### src/rtl/alu_sout_rx.sv
// alu_sout_rx: host-side receiver for the ALU serial output line.
// Deserialises 11-bit frames (start, type, 8 payload bits MSB first, stop),
// assembles DATA_FRAMES data bytes plus one CTL byte into a result word with
// flags, and decodes single-frame error responses.
// Optional feature macro: ALU_SOUT_RX_CRC_CHECK_EN builds the CRC3 checker;
// without it crc_ok is tied high and the received crc bits are ignored.
module alu_sout_rx #(
   parameter int DATA_FRAMES    = 4,
   parameter int TIMEOUT_CYCLES = 64
) (
   input  logic                     clk,
   input  logic                     rst,
   input  logic                     sout,
   output logic                     result_valid,
   output logic [8*DATA_FRAMES-1:0] result,
   output logic [3:0]               flags,
   output logic                     crc_ok,
   output logic                     err_valid,
   output logic [5:0]               err_flags,
   output logic                     parity_ok,
   output logic                     frame_err
);

   localparam int CW    = 8 * DATA_FRAMES;
   localparam int CNT_W = $clog2(DATA_FRAMES + 1);
   localparam int TO_W  = $clog2(TIMEOUT_CYCLES + 1);

   localparam logic [2:0] S_IDLE      = 3'd0;
   localparam logic [2:0] S_TYPE      = 3'd1;
   localparam logic [2:0] S_DATA      = 3'd2;
   localparam logic [2:0] S_STOP      = 3'd3;
   localparam logic [2:0] S_STOP_WAIT = 3'd4;

   logic [2:0]       state;
   logic             is_ctl;
   logic [7:0]       shreg;
   logic [2:0]       bit_cnt;
   logic [CNT_W-1:0] byte_cnt;
   logic [CW-1:0]    c_shift;
   logic [TO_W-1:0]  idle_cnt;
   logic             full;

   assign full = (byte_cnt == CNT_W'(DATA_FRAMES));

`ifdef ALU_SOUT_RX_CRC_CHECK_EN
   // CRC3, polynomial x^3+x+1, init 0, over {C, 1'b0, flags} MSB first
   function automatic logic [2:0] crc3(input logic [CW-1:0] c, input logic [3:0] f);
      logic [CW+4:0] msg;
      logic [2:0]    crc;
      logic          fb;
      msg = {c, 1'b0, f};
      crc = 3'b000;
      for (int i = CW + 4; i >= 0; i--) begin
         fb  = crc[2] ^ msg[i];
         crc = {crc[1], crc[0] ^ fb, fb};
      end
      return crc;
   endfunction

   // crc_ok is captured together with a good normal response
   always_ff @(posedge clk) begin
      if (rst)
         crc_ok <= 1'b0;
      else if (state == S_STOP && sout && is_ctl && !shreg[7] && full)
         crc_ok <= (crc3(c_shift, shreg[6:3]) == shreg[2:0]);
   end
`else
   assign crc_ok = 1'b1;
`endif

   // Frame FSM, byte assembly, response decode and inter-frame timeout
   always_ff @(posedge clk) begin
      if (rst) begin
         state        <= S_IDLE;
         is_ctl       <= 1'b0;
         shreg        <= '0;
         bit_cnt      <= '0;
         byte_cnt     <= '0;
         c_shift      <= '0;
         idle_cnt     <= '0;
         result_valid <= 1'b0;
         result       <= '0;
         flags        <= '0;
         err_valid    <= 1'b0;
         err_flags    <= '0;
         parity_ok    <= 1'b0;
         frame_err    <= 1'b0;
      end else begin
         result_valid <= 1'b0;
         err_valid    <= 1'b0;
         frame_err    <= 1'b0;
         idle_cnt     <= '0;
         case (state)
            S_IDLE: begin
               if (!sout) begin
                  state <= S_TYPE;
               end else if (byte_cnt != '0) begin
                  // Partial response waiting on the line: abort once it stalls too long
                  if (idle_cnt == TO_W'(TIMEOUT_CYCLES - 1)) begin
                     frame_err <= 1'b1;
                     byte_cnt  <= '0;
                  end else begin
                     idle_cnt  <= idle_cnt + 1'b1;
                  end
               end
            end
            S_TYPE: begin
               is_ctl  <= sout;
               bit_cnt <= 3'd7;
               state   <= S_DATA;
            end
            S_DATA: begin
               shreg <= {shreg[6:0], sout};
               if (bit_cnt == 3'd0)
                  state <= S_STOP;
               else
                  bit_cnt <= bit_cnt - 1'b1;
            end
            S_STOP: begin
               if (!sout) begin
                  // Broken stop bit: wait for the line to go high before hunting a start
                  frame_err <= 1'b1;
                  byte_cnt  <= '0;
                  state     <= S_STOP_WAIT;
               end else begin
                  state <= S_IDLE;
                  if (!is_ctl) begin
                     if (full) begin
                        frame_err <= 1'b1;
                        byte_cnt  <= '0;
                     end else begin
                        c_shift  <= {c_shift[CW-9:0], shreg};
                        byte_cnt <= byte_cnt + 1'b1;
                     end
                  end else if (shreg[7]) begin
                     err_valid <= 1'b1;
                     err_flags <= shreg[6:1];
                     parity_ok <= ~^shreg;
                     byte_cnt  <= '0;
                  end else if (!full) begin
                     frame_err <= 1'b1;
                     byte_cnt  <= '0;
                  end else begin
                     result_valid <= 1'b1;
                     result       <= c_shift;
                     flags        <= shreg[6:3];
                     byte_cnt     <= '0;
                  end
               end
            end
            S_STOP_WAIT: begin
               if (sout)
                  state <= S_IDLE;
            end
            default: state <= S_IDLE;
         endcase
      end
   end

endmodule

### config.mk
export PLATFORM = sky130hd
export DESIGN_NAME = alu_sout_rx
export DESIGN_NICKNAME = d
export VERILOG_FILES = /design/src/rtl/alu_sout_rx.sv
export SDC_FILE = /design/constraint.sdc
export NUM_CORES = 1
export LEC_CHECK = 0
export ABC_AREA = 1
export BUFFER_PORTS_ARGS = -buffer_cell sky130_fd_sc_hd__buf_4
export CAP_MARGIN = 20
export CORE_ASPECT_RATIO = 1.25
export CORE_MARGIN = 5
export CORE_UTILIZATION = 34
export CTS_BUF_LIST = sky130_fd_sc_hd__clkbuf_4
export DETAILED_ROUTE_END_ITERATION = 12
export GPL_TIMING_DRIVEN = 0
export HOLD_SLACK_MARGIN = 0.02
export PLACE_DENSITY = 0.49
export SYNTH_ARGS = -nofsm -noshare
export SYNTH_HDL_FRONTEND = slang
export SYNTH_SLANG_ARGS = --single-unit
export TNS_END_PERCENT = 20
### constraint.sdc
create_clock -name clk -period 2.7 [get_ports clk]
set_clock_uncertainty 0.15 [all_clocks]
set_input_delay 0 -clock clk [delete_from_list [all_inputs] [get_ports clk]]
set_output_delay 0 -clock clk [all_outputs]
set_load 0.01 [all_outputs]
Word level (Yosys, flattened, before mapping):

Index checks and enable logic that the tools add are counted.

* flip-flop bits (word level): 103
* bits in latches: 0
* bits in writable memories: 0
* ROM bits: 0
* input bits: 3
* output and inout bits: 47
* word-level logic and storage cells: 76
* memories kept: 0

* add/subtract/negate cells: 3
* multipliers: 0
* div/mod/pow operators: 0
* magnitude comparators: 0
* equal/unequal tests: 13
* shift-type cells: 0
* mux-type cells: 24
* bitwise logic cells: 7
* reductions and logical operators: 15

Operator list (number)
* 3-bit 2-to-1 mux: 11
* 3-bit case mux with 5 select lines: 1
* 2-bit inequality test (second input constant): 7
* 3-bit case mux with 2 select lines: 2
* 4-bit AND reduction: 3
* 5-bit OR reduction: 2
* 1-bit 2-to-1 mux: 9
* 8-bit XNOR reduction: 1
* 7-bit by 1-bit adder with 7-bit output (second input constant): 1
* 7-bit by 6-bit equality test with 1-bit output (second input constant): 1
* 1-bit inverter: 7
* 3-bit by 2-bit equality test with 1-bit output (second input constant): 2
* 3-bit equality test (second input constant): 2
* 3-bit zero test: 2
* 5-bit AND reduction: 1
* 2-bit nonzero test: 2
* 4-bit OR reduction: 1
* 3-bit by 1-bit adder with 3-bit output (second input constant): 1
* 3-bit by 1-bit equality test with 1-bit output (second input constant): 1
* 3-bit AND reduction: 1
* 3-bit nonzero test: 1
* 3-bit by 1-bit subtractor with 3-bit output (second input constant): 1
* 1-bit case mux with 2 select lines: 1
* 2-bit AND reduction: 1

Longest topological paths before layout:

* word-level depth: 6
* mapped depth: 10
* depth with buffers taken out: 10

Worst setup path before layout:

OpenSTA, ideal clock, no wires.

* path kind: register to register
* start: register byte_cnt[0]
* end: register c_shift[12]
* library setup time: 0.132 ns
* arrival time: 1.392 ns
* required time: 2.418 ns
* path slack: 1.026 ns
* cell stages (with the launch flop): 10
* buffers on the path: 1
* period minus slack after synthesis: 1.674 ns
* cell sequence: dfxtp_1 inv_1 ha_1 nand2_1 inv_1 nor2_2 nand2_1 buf_2 nand2_1 a21oi_1

* word-level cells in the longest chain between the ends: 3

RTL lines
* start, declared: line 38 `logic [CNT_W-1:0] byte_cnt;`
* start signal, assigned: line 133 `byte_cnt <= byte_cnt + 1'b1;`
* 3-bit equality test: line 43 `assign full = (byte_cnt == CNT_W'(DATA_FRAMES));`
* 1-bit inverter (no source line)
* 4-bit AND reduction (no source line)
* end signal, assigned: line 132 `c_shift <= {c_shift[CW-9:0], shreg};`
* end, declared: line 39 `logic [CW-1:0] c_shift;`

No other way between the ends.
A chain may end at the register's enable or synchronous reset.

Final worst setup path:

* start: register byte_cnt[0]
* end: register result[22]

* word-level cells in the longest chain between the ends: 2

RTL lines
* 3-bit equality test: line 43
* 5-bit AND reduction (no source line)
* end signal, assigned: line 145 `result <= c_shift;`
* end, declared: line 15 `output logic [8*DATA_FRAMES-1:0] result,`

No other way between the ends.

==> flow_summary_export.csv <==
group,metric,value,unit
synthesis,ys_seq_area_share,51.5,%
drt,antenna_left,0,
sta,period_share,77.9,%
sta,worst_pin_slew,718,ps
synthesis,syn_area,4000,µm²
setup_path,r2r-end,"result[22]",
synthesis,yosys_register_bits,103,
cts,cts-htree-levels,3,
finish,fin_area,4660,µm²
setup_path,crit_arrival,2370,ps
drt,route.vias.total,3440,
setup_path,required,2960,ps
cts,cts_tree,"done",
grt,grt-ovfl-total,0,
cts,cts_buffers,9,
placed_design,dp_cells,707,
sta,hold_viol_final,0,
setup_path,critPathKind,"reg2reg",
setup_path,path_max_fanout,10,
drt,first_iter_violations,179,
cts,clk_pin_slew_worst_paths,150,ps
die,die_w,107,µm
die,core-area,11600,µm²
setup_path,endpoint_kind,"register",
die,start_util,34.6,%
placed_design,hpwl,7000,µm
cts,cts_max_path_buffers,2,
grt,grt_use_total,14.2,%
pwr,peakVddDrop,255,µV
pwr,seqPwrFrac,63.6,%
run,max-cap-violations,0,
finish,fill_cells,1268,
die,die_area,14100,µm²
synthesis,synth-compound-area-share,14.7,%
setup_path,rrSetupSlack,600,ps
sta,layout_setup_ws,598,ps
sta,fin_hold_ws,153,ps
pwr,p_switching,0.684,mW
synthesis,yosys.area_share.simple,24.6,%
setup_path,timing.rr.start,"byte_cnt[0]",
drt,routed_wl,9530,µm
cts,clock_sinks,103,
pwr,comb_power_share,8.4,%
min_path,worstHoldPathType,"in2reg",
sta,report.final.slew_viol_count,0,
setup_path,crit_path_start_kind,"register",
synthesis,synth_adder_area_share,1.56,%
drt,via_per_inst,4.74,
min_path,holdPathStages,3,
min_path,hold_path.startpoint,"sout",
synthesis,syn_avg_cell_area,7.67,µm²
synthesis,yosysWarningCount,0,
sta,min_period,2100,ps
pwr,swShare,27.6,%
placed_design,place_area,4530,µm²
sta,max_slew_margin,51.8,%
cts,insertion_delay,460,ps
sta,grt_setup_unrepaired,"no",
grt,antenna_found_initial,1,
synthesis,syn-num-nets,530,
placed_design,io_buffers,47,
pwr,p_leak,1.85,nW
drt,route.detailed.drc,0,
sta,fmax,476,MHz
finish,seq_area,2060,µm²
synthesis,synth_cells,522,
synthesis,synth_mux_area_share,0,%
finish,fin_cells,726,
drt,routedWlPerCell,13.1,µm
placed_design,gp_congestion,0.752,
drt,firstDrtPassIters,4,
synthesis,synth_xor_area_share,0.876,%
die,rows,44,
grt,grt_pass1_vias,3368,
die,boundaryPins,50,
finish,syn2layout_area_growth,16.4,%
pwr,internal_power,1.79,mW
setup_path,reg2reg_depth,8,
finish,drive_above_1_share,14.5,%
sta,finalSetupTns,0,ps
finish,multi_input_area,1670,µm²
placed_design,pre_cts_slack,578,ps
grt,grt_max_degree,17,
finish,fin_nets,590,
min_path,holdPathEnd,"state[2]",
grt,grt_first_pass_wirelength,16200,µm
cts,root_buffer,"clkbuf_4",
sta,setup_violations,0,
pwr,powerDensity,532,nW/µm²
synthesis,ys_types,27,
status,status,"finished, final reports clean",
synthesis,synth_top_family_by_area,"simple AND/OR/NAND/NOR gates",
pwr,pwr-share-clk,28.0,%
die,die_y,131,µm
## cell usage in the layout (no fill, tap or decap), types with 9 or more instances in the layout
cell type  netlist  final
nor2_1          94     94
dfxtp_1        103    103
a21oi_1         54     54
buf_4            1     48
nand2_1         79     79
inv_1           32     32
clkbuf_4         0      9
clkbuf_1        14     14
o21ai_0         60     60
nand3_1         46     46
buf_2           10     10
## final cells by class
type	instances	area share [%]
sequential	103	44.3
multi-input combinational	358	35.9
timing repair buffer	49	8.01
tap	138	3.71
buffer	28	3.09
inverter	33	2.66
clock buffer	9	1.45
clock inverter	7	0.833
antenna	1	0.0537
## worst max-delay path, stage by stage (launching register included)
cell	delay (ps)
dfxtp_1	390
inv_1	70
ha_1	210
nand2_1	190
inv_1	100
nand4_1	320
clkbuf_1	350
o21ai_0	160
nor2_1	120
## registers in the layout, indices dropped and copies added, names as in the netlist
name,flops
c_shift,32
result,32
shreg,8
idle_cnt,7
err_flags,6
flags,4
bit_cnt,3
byte_cnt,3
state,3
err_valid,1
frame_err,1
is_ctl,1
parity_ok,1
result_valid,1
## routing by layer
layer	wire, µm	GRT usage (%)	share of wire (%)	vias to the layer above
li1	-	-	-	1814
met1	4250	17.1	45	1563
met2	4800	24.6	50	51
met3	348	3.04	3.7	12
met4	136	5.40	1.4	0
met5	0	0	0	-
## cells by family (layout without fill, tap and decap cells)
group	Yosys count	in the layout
AO/OA/AOI/OAI	116	116
XOR/XNOR	4	4
adder cells (fa/ha/maj)	5	5
buffers and inverters	61	126
flip-flops	103	103
other	1	2
AND/OR/NAND/NOR	232	232
## stage by stage
stage	total power, mW	util (%)
after detailed placement	1.82	39.2
after CTS	2.51	40.2
after floorplan	1.76	-
after global routing	2.61	40.3
after global placement	1.81	39.2
final	2.48	40.3
## power groups by stage
stage	Sequential, mW	Clock, mW	Combinational [mW]
4_1_cts	1.57	0.724	0.212
3_3_place_gp	1.61	0	0.206
2_1_floorplan	1.60	0	0.159
5_1_grt	1.58	0.787	0.245
6_report	1.57	0.693	0.208
3_5_place_dp	1.61	0	0.209
## Yosys cell counts (all sizes together)
cell type | number | area, µm²
dfxtp | 103 | 2060
nor2 | 97 | 372
nand2 | 80 | 303
o21ai | 60 | 300
a21oi | 54 | 270
nand3 | 47 | 240
inv | 32 | 120
buf | 14 | 91.3
clkbuf | 14 | 52.6
ha | 5 | 62.6
or2 | 3 | 18.8
nor4 | 2 | 27.5
xnor2 | 2 | 17.5
xor2 | 2 | 17.5
a211oi | 1 | 7.51
and2 | 1 | 6.26
clkinv | 1 | 3.75
conb | 1 | 3.75
nand4 | 1 | 6.26
nor3 | 1 | 10.0
o2111ai | 1 | 8.76
## worst max path at each step
stage / slack, ps / cells past startpoint / to / startpoint
after floorplan: 1030 / 9 / c_shift[12] / byte_cnt[0]
after global placement: 640 / 8 / flags[0] / byte_cnt[0]
after detailed placement: 580 / 8 / result[22] / byte_cnt[0]
after CTS: 550 / 8 / result[22] / byte_cnt[0]
after global routing: 340 / 8 / result[21] / byte_cnt[0]
final: 600 / 8 / result[22] / byte_cnt[0]
## timing repair
item                                   4_1_cts  5_1_grt
hold buffers                                 2        0
gates resized for setup                      0        0
endpoints found under the hold margin       34        0
setup buffers                                0        0
(Power assumes the default switching activity.)
